--- config.mk ---
export PLATFORM = sky130hd
export DESIGN_NAME = serial_subtractor_flat
export DESIGN_NICKNAME = d
export VERILOG_FILES = /design/src/rtl/serial_subtractor_if.sv /design/src/rtl/serial_subtractor.sv /design/src/flat_wrapper.sv
export SDC_FILE = /design/constraint.sdc
export NUM_CORES = 1
export LEC_CHECK = 0
export ABC_CLOCK_PERIOD_IN_PS = 2700
export BUFFER_PORTS_ARGS = -buffer_cell sky130_fd_sc_hd__buf_2
export CORE_ASPECT_RATIO = 0.6
export CORE_UTILIZATION = 42
export CTS_BUF_LIST = sky130_fd_sc_hd__clkbuf_16
export CTS_CLUSTER_DIAMETER = 40
export CTS_CLUSTER_SIZE = 10
export DETAILED_ROUTE_END_ITERATION = 16
export GPL_TIMING_DRIVEN = 1
export PLACE_DENSITY_LB_ADDON = 0.08
export SYNTH_ARGS = -nofsm -noshare
export SYNTH_HDL_FRONTEND = slang
export SYNTH_SLANG_ARGS = --single-unit
--- constraint.sdc ---
create_clock -name clock -period 2.7 [get_ports clock]
set_input_delay 0.54 -clock clock [delete_from_list [all_inputs] [get_ports clock]]
set_output_delay 0.54 -clock clock [all_outputs]
set_load 0.005 [all_outputs]
--- src/rtl/serial_subtractor_if.sv ---
// Operand/result bundle for serial_subtractor; ovf is present only with SERIAL_SUB_OVF_EN.
// The master drives operands and start, and the slave returns status and result.
interface serial_subtractor_if #(parameter int WIDTH = 8);
   logic [WIDTH-1:0] A;
   logic [WIDTH-1:0] B;
   logic             start;
   logic             busy;
   logic             done;
   logic [WIDTH-1:0] diff;
   logic             borrow;
`ifdef SERIAL_SUB_OVF_EN
   logic             ovf;

   modport master (output A, B, start, input busy, done, diff, borrow, ovf);
   modport slave  (input A, B, start, output busy, done, diff, borrow, ovf);
`else
   modport master (output A, B, start, input busy, done, diff, borrow);
   modport slave  (input A, B, start, output busy, done, diff, borrow);
`endif
endinterface

--- src/rtl/serial_subtractor.sv ---
// Bit-serial A-B, LSB first: a start accepted at edge k gives done/diff at edge k+WIDTH.
// Starts are ignored while busy. The optional signed-overflow flag is enabled by SERIAL_SUB_OVF_EN.
module serial_subtractor #(
   parameter int WIDTH = 8
) (
   input  logic               clock,
   input  logic               reset,
   serial_subtractor_if.slave bus
);
   localparam int CW = $clog2(WIDTH + 1);

   typedef enum logic [1:0] {IDLE, RUN, DONE} state_t;

   state_t           state;
   state_t           state_nxt;
   logic [WIDTH-1:0] a_sh;
   logic [WIDTH-1:0] b_sh;
   logic [WIDTH-1:0] res_sh;
   logic [WIDTH-1:0] diff_q;
   logic [CW-1:0]    cnt;
   logic             bin;
   logic             borrow_q;
   logic             d_bit;
   logic             bout;
   logic             last;
`ifdef SERIAL_SUB_OVF_EN
   logic             ovf_q;
`endif

   assign d_bit = a_sh[0] ^ b_sh[0] ^ bin;
   assign bout  = (~a_sh[0] & b_sh[0]) | (~a_sh[0] & bin) | (b_sh[0] & bin);
   assign last  = (cnt == CW'(1));

   always_ff @(posedge clock or negedge reset) begin
      if (!reset) begin
         state <= IDLE;
      end else begin
         state <= state_nxt;
      end
   end

   always_comb begin
      state_nxt = state;
      unique case (state)
         IDLE:    if (bus.start) state_nxt = RUN;
         RUN:     if (last) state_nxt = DONE;
         DONE:    state_nxt = IDLE;
         default: state_nxt = IDLE;
      endcase
   end

   always_ff @(posedge clock or negedge reset) begin
      if (!reset) begin
         a_sh     <= '0;
         b_sh     <= '0;
         res_sh   <= '0;
         diff_q   <= '0;
         cnt      <= '0;
         bin      <= 1'b0;
         borrow_q <= 1'b0;
`ifdef SERIAL_SUB_OVF_EN
         ovf_q    <= 1'b0;
`endif
      end else begin
         unique case (state)
            IDLE: begin
               if (bus.start) begin
                  a_sh   <= bus.A;
                  b_sh   <= bus.B;
                  res_sh <= '0;
                  bin    <= 1'b0;
                  cnt    <= CW'(WIDTH);
               end
            end
            RUN: begin
               a_sh   <= {1'b0, a_sh[WIDTH-1:1]};
               b_sh   <= {1'b0, b_sh[WIDTH-1:1]};
               res_sh <= {d_bit, res_sh[WIDTH-1:1]};
               bin    <= bout;
               cnt    <= cnt - CW'(1);
               // Final bit: the MSB stage's borrow-in and borrow-out give signed overflow.
               if (last) begin
                  diff_q   <= {d_bit, res_sh[WIDTH-1:1]};
                  borrow_q <= bout;
`ifdef SERIAL_SUB_OVF_EN
                  ovf_q    <= bin ^ bout;
`endif
               end
            end
            default: ;
         endcase
      end
   end

   always_comb begin
      bus.busy = (state != IDLE);
      bus.done = (state == DONE);
   end

   assign bus.diff   = diff_q;
   assign bus.borrow = borrow_q;
`ifdef SERIAL_SUB_OVF_EN
   assign bus.ovf    = ovf_q;
`endif
endmodule

--- src/flat_wrapper.sv ---
// flat-port wrapper written by rule: the top's interface ports become plain ports
module serial_subtractor_flat 
#(
   parameter int WIDTH = 8
)
  (clock, reset, bus_A, bus_B, bus_start, bus_busy, bus_done, bus_diff, bus_borrow);
  serial_subtractor_if #(.WIDTH(WIDTH)) bus_i ();
  input  logic clock;
  input  logic reset;
  input wire logic [$bits(bus_i.A)-1:0] bus_A;
  input wire logic [$bits(bus_i.B)-1:0] bus_B;
  input wire logic [$bits(bus_i.start)-1:0] bus_start;
  output wire logic [$bits(bus_i.busy)-1:0] bus_busy;
  output wire logic [$bits(bus_i.done)-1:0] bus_done;
  output wire logic [$bits(bus_i.diff)-1:0] bus_diff;
  output wire logic [$bits(bus_i.borrow)-1:0] bus_borrow;
  assign bus_i.A = bus_A;
  assign bus_i.B = bus_B;
  assign bus_i.start = bus_start;
  assign bus_busy = bus_i.busy;
  assign bus_done = bus_i.done;
  assign bus_diff = bus_i.diff;
  assign bus_borrow = bus_i.borrow;
  serial_subtractor #(.WIDTH(WIDTH)) u_core (.clock(clock), .reset(reset), .bus(bus_i));
endmodule
==> results of run 1 <==
cell families after synthesis:
logic type | after synthesis
compound gates | 45
flops | 39
simple gates | 27
buf+inv | 15
mux | 10
fa+ha+maj | 3
power breakdown:
part	internal (mW)	total (mW)	leakage [nW]	switching, mW
clock	0.337	0.566	0.0710	0.230
combinational	0.383	0.715	0.372	0.332
sequential	0.823	1.01	0.502	0.188
area by class of cell:
type | instances | area, um2 | share of cell area
Clock buffer | 5 | 125 | 0.0629
Multi-Input combinational cell | 85 | 627 | 0.315
Clock inverter | 3 | 16.3 | 0.00818
Timing Repair Buffer | 32 | 168 | 0.0843
Tap cell | 47 | 58.8 | 0.0296
Sequential cell | 39 | 976 | 0.491
Inverter | 5 | 18.8 | 0.00943
metrics by stage:
stage	power (mW)	hold WS (ns)	std cells	setup slack, ns	area (um2)
floorplan	1.53	0.244	139	1.20	1690
CTS	2.31	0.399	216	0.754	1990
finish	2.29	0.366	216	0.750	1990
global placement	1.70	0.464	208	0.875	1850
global route	2.46	0.443	216	0.639	1990
detailed placement	1.73	0.475	208	0.806	1850
Yosys cell counts (all sizes together):
cell / count
dfrtp: 39
nand2: 18
o21ai: 18
a22oi: 14
buf: 9
mux2: 9
a22o: 8
inv: 5
nor2b: 3
a32o: 2
ha: 2
nor2: 2
a211o: 1
a21oi: 1
and2: 1
clkbuf: 1
fa: 1
mux2i: 1
nand2b: 1
nor3b: 1
o21bai: 1
or3: 1
registers in the layout (all words and copies together), names as in the netlist:
register           cells
u_core.state           2
u_core.res_sh          7
u_core.a_sh            8
u_core.bin             1
u_core.bus.diff        8
u_core.cnt             4
u_core.b_sh            8
u_core.bus.borrow      1
worst max-delay path: cells and delay by family, from the launching register on:
kind / cells / cell delay, ns
buffers and inverters: 2 / 0.22
flip-flops: 1 / 0.73
AND/OR/NAND/NOR: 1 / 0.18
metal layers:
metal,global-route usage,share of wire
met5,0,0
met4,0.0776,0.011
met3,0.0630,0.067
met2,0.245,0.41
met1,0.266,0.52
how the worst max path moves through the flow:
stage,startpoint,end,slack (ns),cells after the start
final,u_core.state[1]$_DFFE_PN0P_,bus_busy,0.75,3
after global routing,u_core.state[1]$_DFFE_PN0P_,bus_busy,0.64,3
after CTS,u_core.state[1]$_DFFE_PN0P_,bus_busy,0.75,3
after detailed placement,bus_start,u_core.a_sh[2]$_DFFE_PN0P_,0.81,4
after global placement,bus_start,u_core.a_sh[3]$_DFFE_PN0P_,0.88,4
after floorplan,u_core.cnt[1]$_DFFE_PN0P_,u_core.bus.borrow$_DFFE_PN0P_,1.20,6
==> results.cfg, run 1 <==
[run_status]
outcome = finished with violations
violations = DRC

[job]
cap_violations = 0

[final_layout]
final_cell_mix = 39 x dfrtp_1, 29 x buf_2, 18 x nand2_1, 18 x o21ai_0, 14 x a22oi_1
diodes = 0
area_delta_synth_final_pct = 17.5
fin_util = 0.528
fillers = 332
final_common_cell = dfrtp_1
drive_gt1_frac = 0.302
finalNetCount = 190

[yosys]
synth_xor_area_frac = 0
synth-simple-area-share = 0.0769
syn-instance-count = 139
synth-seq-cells = 39
synthDistinctLibCells = 27
synth_compound_area_frac = 0.181
synth_fa_ha_area_frac = 0.0266
syn_area_um2 = 1690
synth_top_cell_area_share = 0.576
yosysTopAreaCell = dfrtp_1
syn_nets = 161
synth_area_leaders = dfrtp_1 58%, mux2_4 7.1%, a22oi_1 6.2%
seq_area_frac_synth = 0.576
synthMuxAreaShare = 0.0835
yosys_warnings = 0
synth.avg_cell_area_um2 = 12.2
synth_top_family_by_area = compound AO/OA/AOI/OAI gates

[worst_setup_path]
reg2regPathDepth = 3
critPathCaptureType = output pin
crit_chain = nor2_1, inv_1, buf_2
crit_fanout = 20
worstSetupPathType = register to output pin
start_kind = register
slowest_stage = dfrtp_1
r2r_start = u_core.state[0]$_DFFE_PN0P_
worstPathArrival_ns = 1.41
cpPeakStageDelay_ns = 0.73
crit_required_ns = 2.16
regToRegEndpoint = u_core.a_sh[2]$_DFFE_PN0P_
rrSetupSlack_ns = 0.81

[detailed_routing]
drc_errors = 2
wl_per_cell_um = 15.6
via_count = 1181
first_pass_iters = 10
routed_wl_um = 3370
drt_iter0_drc = 112
detail-route-antenna-nets = 0
viasPerCell = 5.47

[global_route]
grt_pass1_wl_um = 5780
grtUsageTotal = 0.183
grt_max_degree = 40
gr-total-overflow = 0
antenna_found_initial = 0
grt_pass1_vias = 1142

[timing]
setup_tns_ns = 0
skew_ns = 0.00447
hold_violations = 0
rsz0062_at_grt = no
finalSetupViolCount = 0
max_slew_margin = 0.342
fin_crit_sh = 0.722
max_freq_ghz = 0.513
tightest_slew_ns = 0.986
final-max-slew-violation-count = 0
min_period_ns = 1.95

[clock_tree]
clk_root_buffer_cell = clkbuf_16
clk_pin_slew_ns = 0.06
post-cts-setup-buffer-count = 0
cts_tree = done
clk_path_buf_depth = 2
clk_latency_ns = 0.28
cts_hold_buf = 0
ctsResizeCount = 0
cts_buffers = 5
clkSinkCount = 39
htreeDepth = 2

[floorplan]
start_util = 0.450
dieArea_um2 = 4300
pin_count = 30
die_x_um = 84.0
fp-row-count = 17
core_area_um2 = 3760
die_h_um = 51.2

[place]
dp_hpwl_um = 2240
portBuffers = 29
gp_routability_congestion = 0.748

[power_and_ir_drop]
p_leak_nw = 0.946
power_density_nw_per_um2 = 1150
vdd_drop_max_mv = 0.369

[min_path]
worstHoldPathType = primary input to async pin
No activity file was read; power rests on OpenSTA's default activity.
==> inputs of run 2 (changes only) <==
ABC_CLOCK_PERIOD_IN_PS = 1700   (was 2700)
clock period = 1.7 ns   (was 2.7 ns; I/O delays follow)
==> run 2 against run 1 <==
Effect of this change:
- the run still ends with DRC left
- flip-flop and latch count unchanged
- sequential power is 56% higher
- total power increased by 60%
- clock power grew 55%
- largest cell class unchanged
- setup slack worse by 0.70 ns
- first-iteration DRC count fell by 50%
- sequential share of layout area is 0.88 points lower
- count of clock-buffer cells in the layout unchanged
- die area is the same
- global-route usage fell by 0.26 points
- register-to-register slack worse by 0.76 ns
==> results.cfg, run 2 (synthesis results as in run 1) <==
[run_status]
outcome = finished with violations
violations = DRC

[worst_setup_path]
crit_fanout = 10
crit_required_ns = 1.86
slowest_stage = dfrtp_1
crit_start = u_core.cnt[1]$_DFFE_PN0P_
worstSetupPathType = register to register
worstPathArrival_ns = 1.81
start_kind = register
r2r_start = u_core.cnt[1]$_DFFE_PN0P_
critPathCaptureType = register
cpPeakStageDelay_ns = 0.39
crit_chain = inv_1, ha_1, nor3b_1, and2_4, mux2_4
rrSetupSlack_ns = 0.05

[timing]
max_freq_ghz = 0.607
max_slew_margin = 0.639
finalSetupViolCount = 0
skew_ns = 0.00331
setup_tns_ns = 0
fin_ws_ns = 0.0522
hold_violations = 0
rsz0062_at_grt = no
min_period_ns = 1.65
tightest_slew_ns = 0.541
fin_crit_sh = 0.969
final-max-slew-violation-count = 0

[place]
preCtsSetupSlack_ns = 0.0812
portBuffers = 29
dp_cells = 213
dp_hpwl_um = 2270
gp_routability_congestion = 0.741

[final_layout]
drive_gt1_frac = 0.322
finalNetCount = 195
area_delta_synth_final_pct = 19.7
final_cells = 221
final_cell_mix = 39 x dfrtp_1, 29 x buf_2, 18 x nand2_1, 18 x o21ai_0, 14 x a22oi_1
final_common_cell = dfrtp_1
fillers = 328
diodes = 0

[floorplan]
core_area_um2 = 3760
die_h_um = 51.2
fp-row-count = 17
die_x_um = 84.0
start_util = 0.450
dieArea_um2 = 4300
pin_count = 30

[clock_tree]
clk_path_buf_depth = 2
clk_pin_slew_ns = 0.06
cts_buffers = 5
clkSinkCount = 39
htreeDepth = 2
clk_latency_ns = 0.28
ctsResizeCount = 0
clk_root_buffer_cell = clkbuf_16
cts_hold_buf = 0
cts_tree = done
post-cts-setup-buffer-count = 0

[global_route]
grt_pass1_vias = 1154
grt_pass1_wl_um = 5690
grtUsageTotal = 0.180
grt_max_degree = 40
gr-total-overflow = 0
antenna_found_initial = 0

[detailed_routing]
routed_wl_um = 3340
detail-route-antenna-nets = 0
wl_per_cell_um = 15.1
first_pass_iters = 10
via_count = 1168
drt_iter0_drc = 56
drc_errors = 2
viasPerCell = 5.29

[min_path]
worstHoldPathType = primary input to async pin

[power_and_ir_drop]
power_mw = 3.66
p_leak_nw = 0.975
vdd_drop_max_mv = 0.631
power_density_nw_per_um2 = 1810

[job]
cap_violations = 0
-- run 2: cell types whose count changed in the layout (fill, tap and decap cells not counted), sizes merged --
cell and delta:
buf +5, clkinvlp -1, inv +1
-- run 2: metal layers --
metal / wire (um) / GRT usage
met2: 1340 / 0.236
met5: 0 / 0
met4: 51 / 0.0776
met3: 137 / 0.0565
met1: 1810 / 0.269
-- run 2: report_power, final --
part           switching [mW]  leakage [nW]  internal [mW]
registers               0.267         0.502           1.31
clock network           0.348        0.0762          0.530
logic                   0.562         0.397          0.645
-- run 2: layout make-up --
cell class | instances | area, um2 | share of cell area
Clock buffer | 5 | 125 | 0.0618
Clock inverter | 3 | 12.5 | 0.00618
Inverter | 5 | 18.8 | 0.00926
Multi-Input combinational cell | 85 | 629 | 0.311
Sequential cell | 39 | 976 | 0.482
Tap cell | 47 | 58.8 | 0.0290
Timing Repair Buffer | 37 | 205 | 0.101
-- run 2: worst max-delay path, delay by kind of cell, from the launching register on --
family                   cells  cell delay [ns]
AND/OR/NAND/NOR              2             0.59
buffers and inverters        1             0.09
adder cells (fa/ha/maj)      1             0.14
flip-flops                   1             0.39
multiplexers                 1             0.32
-- run 2: worst paths after layout --
kind,cells after the start,endpoint
hold / removal,2,u_core.bus.diff[3]$_DFFE_PN0P_
setup reg to reg,5,u_core.bus.borrow$_DFFE_PN0P_
setup / recovery,5,u_core.bus.borrow$_DFFE_PN0P_
hold reg to reg,2,u_core.b_sh[2]$_DFFE_PN0P_
min in group clock,2,u_core.a_sh[7]$_DFFE_PN0P_
max in group asynchronous,2,u_core.bus.diff[1]$_DFFE_PN0P_
-- run 2: metrics by stage --
stage / utilization / hold slack, ns / area (um2)
global route: 0.538 / 0.153 / 2030
CTS: 0.537 / 0.128 / 2020
floorplan: - / 0.0444 / 1690
detailed placement: 0.501 / 0.423 / 1890
finish: 0.538 / 0.110 / 2030
global placement: 0.501 / 0.417 / 1890
